$ cat config.mk
export PLATFORM = sky130hd
export DESIGN_NAME = apdtimer_record_packer
export DESIGN_NICKNAME = d
export VERILOG_FILES = /design/src/rtl/apdtimer_record_packer.sv
export SDC_FILE = /design/constraint.sdc
export NUM_CORES = 1
export LEC_CHECK = 0
export BUFFER_PORTS_ARGS = -buffer_cell sky130_fd_sc_hd__buf_4
export CAP_MARGIN = 10
export CELL_PAD_IN_SITES_DETAIL_PLACEMENT = 1
export CELL_PAD_IN_SITES_GLOBAL_PLACEMENT = 1
export CORE_MARGIN = 2
export CORE_UTILIZATION = 40
export CTS_CLUSTER_DIAMETER = 120
export DETAILED_ROUTE_END_ITERATION = 10
export HOLD_SLACK_MARGIN = 0.05
export PLACE_DENSITY = 0.65
export SETUP_SLACK_MARGIN = 0.4
export SLEW_MARGIN = 20
export SYNTH_ARGS = -nofsm -noshare
export SYNTH_HDL_FRONTEND = slang
export SYNTH_SLANG_ARGS = --single-unit
$ cat constraint.sdc
create_clock -name clk -period 6.4 [get_ports clk]
set_input_delay 1.6 -clock clk [delete_from_list [all_inputs] [get_ports clk]]
set_output_delay 1.6 -clock clk [all_outputs]
set_load 0.01 [all_outputs]
$ cat src/rtl/apdtimer_record_packer.sv
// Photon-record packer: buffers 47-bit records in a small FIFO and emits each as three 16-bit words.
// Optional drop accounting (overflow / lost_count) is enabled by defining PACKER_LOST_COUNT_EN.
module apdtimer_record_packer #(
  parameter int DEPTH = 4
) (
  input  logic        clk,
  input  logic        reset_n,
  input  logic [46:0] record,
  input  logic        record_rdy,
  input  logic        clear,
  output logic [15:0] word,
  output logic        word_valid,
  input  logic        word_ready,
  output logic        overflow,
  output logic [15:0] lost_count
);

  localparam int AW = (DEPTH > 1) ? $clog2(DEPTH) : 1;
  localparam int CW = AW + 1;
  localparam logic [CW-1:0] DEPTH_C = CW'(DEPTH);

  typedef enum logic [1:0] {
    S_IDLE,
    S_W0,
    S_W1,
    S_W2
  } state_t;

  state_t        state_q, state_d;
  logic [46:0]   mem_q [DEPTH];
  logic [AW-1:0] wr_ptr_q, wr_ptr_d;
  logic [AW-1:0] rd_ptr_q, rd_ptr_d;
  logic [CW-1:0] count_q, count_d;
  logic [46:0]   hold_q, hold_d;
  logic          handshake;
  logic          pop;
  logic          push;

  assign word_valid = (state_q != S_IDLE);
  assign handshake  = word_valid && word_ready;
  // clear wins over a pop; a full FIFO still accepts a write when it pops on the same edge
  assign pop  = !clear && (count_q != '0) &&
                ((state_q == S_IDLE) || ((state_q == S_W2) && handshake));
  assign push = record_rdy && !clear && ((count_q < DEPTH_C) || pop);

  always_comb begin
    state_d = state_q;
    case (state_q)
      S_IDLE: if (pop) state_d = S_W0;
      S_W0:   if (handshake) state_d = S_W1;
      S_W1:   if (handshake) state_d = S_W2;
      S_W2:   if (handshake) state_d = pop ? S_W0 : S_IDLE;
      default: state_d = S_IDLE;
    endcase
  end

  always_comb begin
    wr_ptr_d = wr_ptr_q;
    rd_ptr_d = rd_ptr_q;
    count_d  = count_q;
    hold_d   = hold_q;
    if (clear) begin
      wr_ptr_d = '0;
      rd_ptr_d = '0;
      count_d  = '0;
    end else begin
      if (push) wr_ptr_d = wr_ptr_q + AW'(1);
      if (pop) begin
        rd_ptr_d = rd_ptr_q + AW'(1);
        hold_d   = mem_q[rd_ptr_q];
      end
      count_d = count_q + CW'(push) - CW'(pop);
    end
  end

  always_comb begin
    word = 16'h0000;
    case (state_q)
      S_W0:    word = {1'b1, hold_q[46:32]};
      S_W1:    word = hold_q[31:16];
      S_W2:    word = hold_q[15:0];
      default: word = 16'h0000;
    endcase
  end

  always_ff @(posedge clk or negedge reset_n) begin
    if (!reset_n) begin
      state_q  <= S_IDLE;
      wr_ptr_q <= '0;
      rd_ptr_q <= '0;
      count_q  <= '0;
      hold_q   <= '0;
    end else begin
      state_q  <= state_d;
      wr_ptr_q <= wr_ptr_d;
      rd_ptr_q <= rd_ptr_d;
      count_q  <= count_d;
      hold_q   <= hold_d;
    end
  end

  always_ff @(posedge clk) begin
    if (push) mem_q[wr_ptr_q] <= record;
  end

`ifdef PACKER_LOST_COUNT_EN
  logic        drop;
  logic        overflow_q, overflow_d;
  logic [15:0] lost_q, lost_d;

  assign drop = record_rdy && !clear && !push;

  always_comb begin
    overflow_d = overflow_q;
    lost_d     = lost_q;
    if (clear) begin
      overflow_d = 1'b0;
      lost_d     = 16'h0000;
    end else if (drop) begin
      overflow_d = 1'b1;
      if (lost_q != 16'hFFFF) lost_d = lost_q + 16'd1;
    end
  end

  always_ff @(posedge clk or negedge reset_n) begin
    if (!reset_n) begin
      overflow_q <= 1'b0;
      lost_q     <= 16'h0000;
    end else begin
      overflow_q <= overflow_d;
      lost_q     <= lost_d;
    end
  end

  assign overflow   = overflow_q;
  assign lost_count = lost_q;
`else
  assign overflow   = 1'b0;
  assign lost_count = 16'h0000;
`endif

endmodule

# [Word-level counts from Yosys, hierarchy flattened]
# Memory sizes are Yosys's and may differ from the RTL's. A register that Yosys moved wholly into a read port is not among the register bits.
# Index checks and enable logic that the tools add are counted.
[totals] out_inout_bits=34 elab_cells=49 ff_bits=9 mem_bits_rw=188 in_bits=52 n_memories=1
[op_classes] order_cmp=1 mux=14 n_addsub=4 bitwise_logic=1 n_eq_ne=7 n_reduce_logical=17
[memory_table] memory="mem_q" words=4 word_bits=47 rd=1 rd_ports_with_merged_regs=1 wr=1 line_no="30" source="logic [46:0] mem_q [DEPTH];"
[ops] cell="$pmux W16 S3" count=1
[ops] cell="$mux W2" count=8
[ops] cell="$ne A2 B2 Y1 const B" count=4
[ops] cell="$pmux W2 S4" count=1
[ops] cell="$logic_and A1 B1 Y1" count=6
[ops] cell="$reduce_bool A2 Y1" count=3
[ops] cell="$add A2 B1 Y2 const B" count=2
[ops] cell="$eq A2 B2 Y1 const B" count=2
[ops] cell="$reduce_and A4 Y1" count=1
[ops] cell="$add A3 B1 Y3" count=1
[ops] cell="$lt A3 B3 Y1 const B" count=1
[ops] cell="$mux W1" count=3
[ops] cell="$mux W3" count=1
[ops] cell="$reduce_bool A3 Y1" count=1
[ops] cell="$sub A3 B1 Y3" count=1
[ops] cell="$eq A2 B1 Y1 const B" count=1
[ops] cell="$logic_not A1 Y1" count=2
[ops] cell="$logic_not A2 Y1" count=1
[ops] cell="$logic_or A1 B1 Y1" count=2
[ops] cell="$reduce_and A2 Y1" count=1
[ops] cell="$not A1 Y1" count=1

# [Logic depth before layout (Yosys ltp)]
[logic_depth] word_depth=10 ltp_mapped=12 mapped_depth_nobuf=12

# [Worst setup path before layout]
# No wires, ideal clock.
[synth_timing] kind="input to register" startpoint="input clear" endpoint="memory mem_q[0][0] (enable)" arrival_ns=3.416 n_path_buf=1 t_required_ns=5.991 setup_slack_ns=2.575 setup_time_ns=0.409 cell_stages=4 cell_sequence="clkbuf_1 -> nand2b_1 -> a21oi_1 -> and2_1"
[synth_via] elab_chain_cells=7 elab_cells_between_ends=8 classes_between="mux: 2; reduce/logical: 6"
[synth_rtl] element="start, declared" line_no="10" source="input logic clear,"
[synth_rtl] element="$logic_not A1 Y1 *" line_no="42, 44"
[synth_rtl] element="$logic_and A1 B1 Y1 (2 in a row)" line_no="42" source="assign pop = !clear && (count_q != '0) &&"
[synth_rtl] element="$logic_or A1 B1 Y1" line_no="44" source="assign push = record_rdy && !clear && ((count_q < DEPTH_C) || pop);"
[synth_rtl] element="$logic_and A1 B1 Y1 *" line_no="44"
[synth_rtl] element="$mux W1 *" line_no="103" source="if (push) mem_q[wr_ptr_q] <= record;"
[synth_rtl] element="$mux W1 (implied by the code) *" line_no="103"
[synth_rtl] element="end, declared" line_no="30"
# Every way passes the cells marked *; elsewhere a longest branch is shown, timed or not.

# [Worst setup path in the final report]
[layout_timing] startpoint="register state_q[0]" endpoint="output word[4]"
[layout_via] elab_chain_cells=2 elab_cells_between_ends=4 classes_between="eq/ne: 3; mux: 1"
[layout_rtl] element="start, declared" line_no="29" source="state_t state_q, state_d;"
[layout_rtl] element="start signal, assigned" line_no="94" source="state_q <= state_d;"
[layout_rtl] element="$eq A2 B2 Y1 / $eq A2 B1 Y1 (equally long branches)" line_no="78" source="case (state_q)"
[layout_rtl] element="$pmux W16 S3 *" line_no="78"
[layout_rtl] element="end, declared" line_no="11" source="output logic [15:0] word,"
# Marked as above.

==> flow_summary.json <==
{
  "max-vdd-ir-drop_uv": 211,
  "ctsRootBufferMaster": "sky130_fd_sc_hd__clkbuf_16",
  "die_width_microns": 158,
  "synth.top_cells.by_area": "sky130_fd_sc_hd__edfxtp_1, sky130_fd_sc_hd__dfrtp_1, sky130_fd_sc_hd__mux4_2",
  "core_area_sq_um": 23400,
  "global_route_wire_length_before_repair_microns": 30500,
  "crit_fanout": 17,
  "dr.first_iter.drc_count": 287,
  "timing.final.crit_period_ns": 4.23,
  "met3RoutedLength_microns": 912,
  "htree_num_levels": 1,
  "finalCritPeriodShare": 0.661,
  "final_cell_area_sq_um": 11200,
  "synth.yosys.warnings": 0,
  "ctsResizeCount": 0,
  "final_layout_size_suffix_gt1_frac": 0.384,
  "top_area_cell_type_share_of_the_netlist_area": 0.593,
  "synth-main-ff-cell": "sky130_fd_sc_hd__edfxtp_1",
  "remaining_drc_errors": 0,
  "sequential_cell_area_sq_um": 7050,
  "synthArstFlopShare": 0.230,
  "power_leakage_uw": 0.00395,
  "synth-seq-cells": 244,
  "rows": 56,
  "yosys.cell_types.count": 35,
  "required_ns": 4.80,
  "antennaDiodeCount": 0,
  "synthMostInstantiatedCell": "sky130_fd_sc_hd__edfxtp_1",
  "preCtsSetupSlack_ns": 2.47,
  "placement.cell_area_sq_um": 10300,
  "tritoncts": "built",
  "cp-start-kind": "register",
  "min_path_cells": 1,
  "antenna_found_initial": 0,
  "r2r.worst_path.cells": 11,
  "number_of_buffers_added_to_fix_hold_violations_after_cts": 0,
  "setup_total_negative_slack_ns": 0,
  "synth_area_sq_um": 9510,
  "worst_r2r_endpoint": "count_q[2]$_DFF_PN0_",
  "rsz0062_at_grt": "false",
  "clock_skew_ns": 0.00930,
  "clk_path_buf_depth": 3,
  "routed_wirelength_microns": 19500,
  "drt-pass1-iter-count": 6,
  "number_of_instances_in_the_synthesized_netlist": 465,
  "worst-setup-path-type": "reg2out",
  "tritoncts.num_buffers": 26,
  "final_core_utilization": 0.479,
  "tritoncts_num_sinks": 244,
  "synth.largest_area_cell": "sky130_fd_sc_hd__edfxtp_1",
  "pin_count": 86,
  "floorplan.initialDensity": 0.406,
  "fp.dieArea_sq_um": 25000,
  "max_clock_freq_ghz": 0.236,
  "finalNetCount": 607,
  "wl_met2_microns": 9590,
  "finalSetupViolCount": 0,
  "detailed_route_via_count": 4553,
  "timing_hold_violations_final": 0,
  "postCtsSetupRepairBufs": 0,
  "wl_per_cell_microns": 22.1,
  "power_density_nw_per_um2": 429,
  "timing_worst_slew_pin_value_ns": 0.987,
  "slew_margin_rel": 0.342,
  "number_of_fillers_in_the_final_layout": 2182,
  "drt-met1-wl_microns": 8740,
  "die_h_microns": 158,
  "internal_reg_to_reg_setup_slack_ns": 2.75,
  "synth.top_cells.by_count": "sky130_fd_sc_hd__edfxtp_1, sky130_fd_sc_hd__dfrtp_1, sky130_fd_sc_hd__mux2_2, sky130_fd_sc_hd__mux4_2, sky130_fd_sc_hd__nor2_1",
  "port_buffers": 68,
  "synthToLayoutAreaGrowth_pct": 17.8,
  "drt-vias-per-instance": 5.16,
  "maximum_number_of_pins_on_one_net_before_global_route_repair": 57,
  "worst_setup_hold_path_clk_slew_ns": 0.06,
  "grtUsageTotal": 0.163,
  "critical_path.reg2reg.startpoint": "state_q[1]$_DFFE_PN0P_",
  "worst_setup_path_end_kind": "primary output",
  "run_status": "finished, final reports clean",
  "dp.final_hpwl_microns": 11500,
  "timing.critical_path.arrival_ns": 2.63,
  "worst_skew_pair.late_latency_ns": 0.52,
  "grt_pass1_vias": 5160,
  "antenna_violating_nets_post_route": 0,
  "worstHoldPathType": "reg2reg",
  "postLayoutSetupSlackWorst_ns": 2.17,
  "pins_over_their_slew_limit": 0,
  "worst_hold_path.endpoint": "hold_q[45]$_DFFE_PN0P_",
  "seq_area_frac_synth": 0.741,
  "finalWeightedCongestion": 0.693,
  "top_layer_used": "met4",
  "grt-ovfl-total": 0,
  "synth_enable_flop_cells": 188,
  "post_syn_area_per_cell_sq_um": 20.5,
  "timing.max_cap.violations": 0,
  "hold_start": "hold_q[45]$_DFFE_PN0P_",
  "multi_input_comb_area_sq_um": 2270
}
==> worst max-delay path: stages (launching register included) <==
cell,delay (ns)
sky130_fd_sc_hd__dfrtp_1,0.44
sky130_fd_sc_hd__inv_1,0.16
sky130_fd_sc_hd__ha_1,0.83
sky130_fd_sc_hd__a222oi_1,0.30
sky130_fd_sc_hd__nor2_1,0.22
sky130_fd_sc_hd__buf_4,0.15
==> sequential cells by signal, indices dropped and copies added, names as in the netlist <==
name      flops
state_q       2
rd_ptr_q      2
count_q       3
mem_q       188
wr_ptr_q      2
hold_q       47
==> how the worst max path moves through the flow <==
stage | startpoint | end | slack [ns] | cells past startpoint
global route | state_q[0]$_DFFE_PN0P_ | word[15] | 2.05 | 5
finish | state_q[0]$_DFFE_PN0P_ | word[4] | 2.17 | 5
detailed placement | word_ready | count_q[2]$_DFF_PN0_ | 2.47 | 11
global placement | word_ready | count_q[2]$_DFF_PN0_ | 2.52 | 11
floorplan | clear | mem_q[0][0]$_DFFE_PP_ | 2.58 | 4
CTS | state_q[0]$_DFFE_PN0P_ | word[15] | 2.23 | 5
==> power breakdown <==
group          internal [uW]  leakage [uW]  switching (uW)
Sequential              1950       0.00238             172
Clock                    940      0.000426             580
Combinational            614       0.00114             552
Total                   3510       0.00395            1300
==> routing by layer <==
layer  vias to the layer above  track usage
met5                         -            0
li1                       1986            -
met2                       124        0.275
met1                      2420        0.226
met4                         0       0.0369
met3                        23       0.0257
==> per-stage QoR <==
stage | power [uW] | hold slack [ns] | instances
floorplan | 2900 | 0.480 | 481
global placement | 3280 | 0.490 | 833
detailed placement | 3330 | 0.496 | 833
CTS | 4870 | 0.509 | 881
global route | 5040 | 0.527 | 882
finish | 4810 | 0.507 | 882
==> cells by family (layout without fill, tap and decap cells) <==
logic type,count (synthesis),after routing,share of synthesized area
multiplexers,97,97,0.171
AND/OR/NAND/NOR,36,36,0.0193
other,1,17,0.000394
flip-flops,244,244,0.741
XOR/XNOR,2,2,0.00184
buffers and inverters,49,131,0.0284
adder cells (fa/ha/maj),12,12,0.0166
AO/OA/AOI/OAI,24,24,0.0221
==> cell usage in the layout, fill, tap and decap left out, types with 2 or more instances in the layout <==
master                      count
sky130_fd_sc_hd__mux2i_1        2
sky130_fd_sc_hd__nor2_1        18
sky130_fd_sc_hd__a21oi_1        3
sky130_fd_sc_hd__nor3_1         2
sky130_fd_sc_hd__mux4_2        47
sky130_fd_sc_hd__conb_1        17
sky130_fd_sc_hd__nor2b_1        2
sky130_fd_sc_hd__clkbuf_8       4
sky130_fd_sc_hd__buf_4         74
sky130_fd_sc_hd__nand2_1        2
sky130_fd_sc_hd__inv_1          8
sky130_fd_sc_hd__a222oi_1      15
sky130_fd_sc_hd__clkinv_2       2
sky130_fd_sc_hd__clkbuf_16     27
sky130_fd_sc_hd__ha_1          11
sky130_fd_sc_hd__and2_2         4
sky130_fd_sc_hd__bufinv_16      3
sky130_fd_sc_hd__dfrtp_1       54
sky130_fd_sc_hd__mux2_2        47
sky130_fd_sc_hd__edfxtp_1     188
sky130_fd_sc_hd__clkbuf_1       9
sky130_fd_sc_hd__clkinv_1       2
sky130_fd_sc_hd__nand2b_1       4
==> area by class of cell <==
type                       instances  area share
clock buffer                      40      0.0682
multi-input combinational        188       0.202
tap                              319      0.0356
timing repair buffer              75      0.0514
inverter                           8     0.00268
clock inverter                     8      0.0103
sequential                       244       0.629
Note: power is estimated with default switching activity, not from simulation.
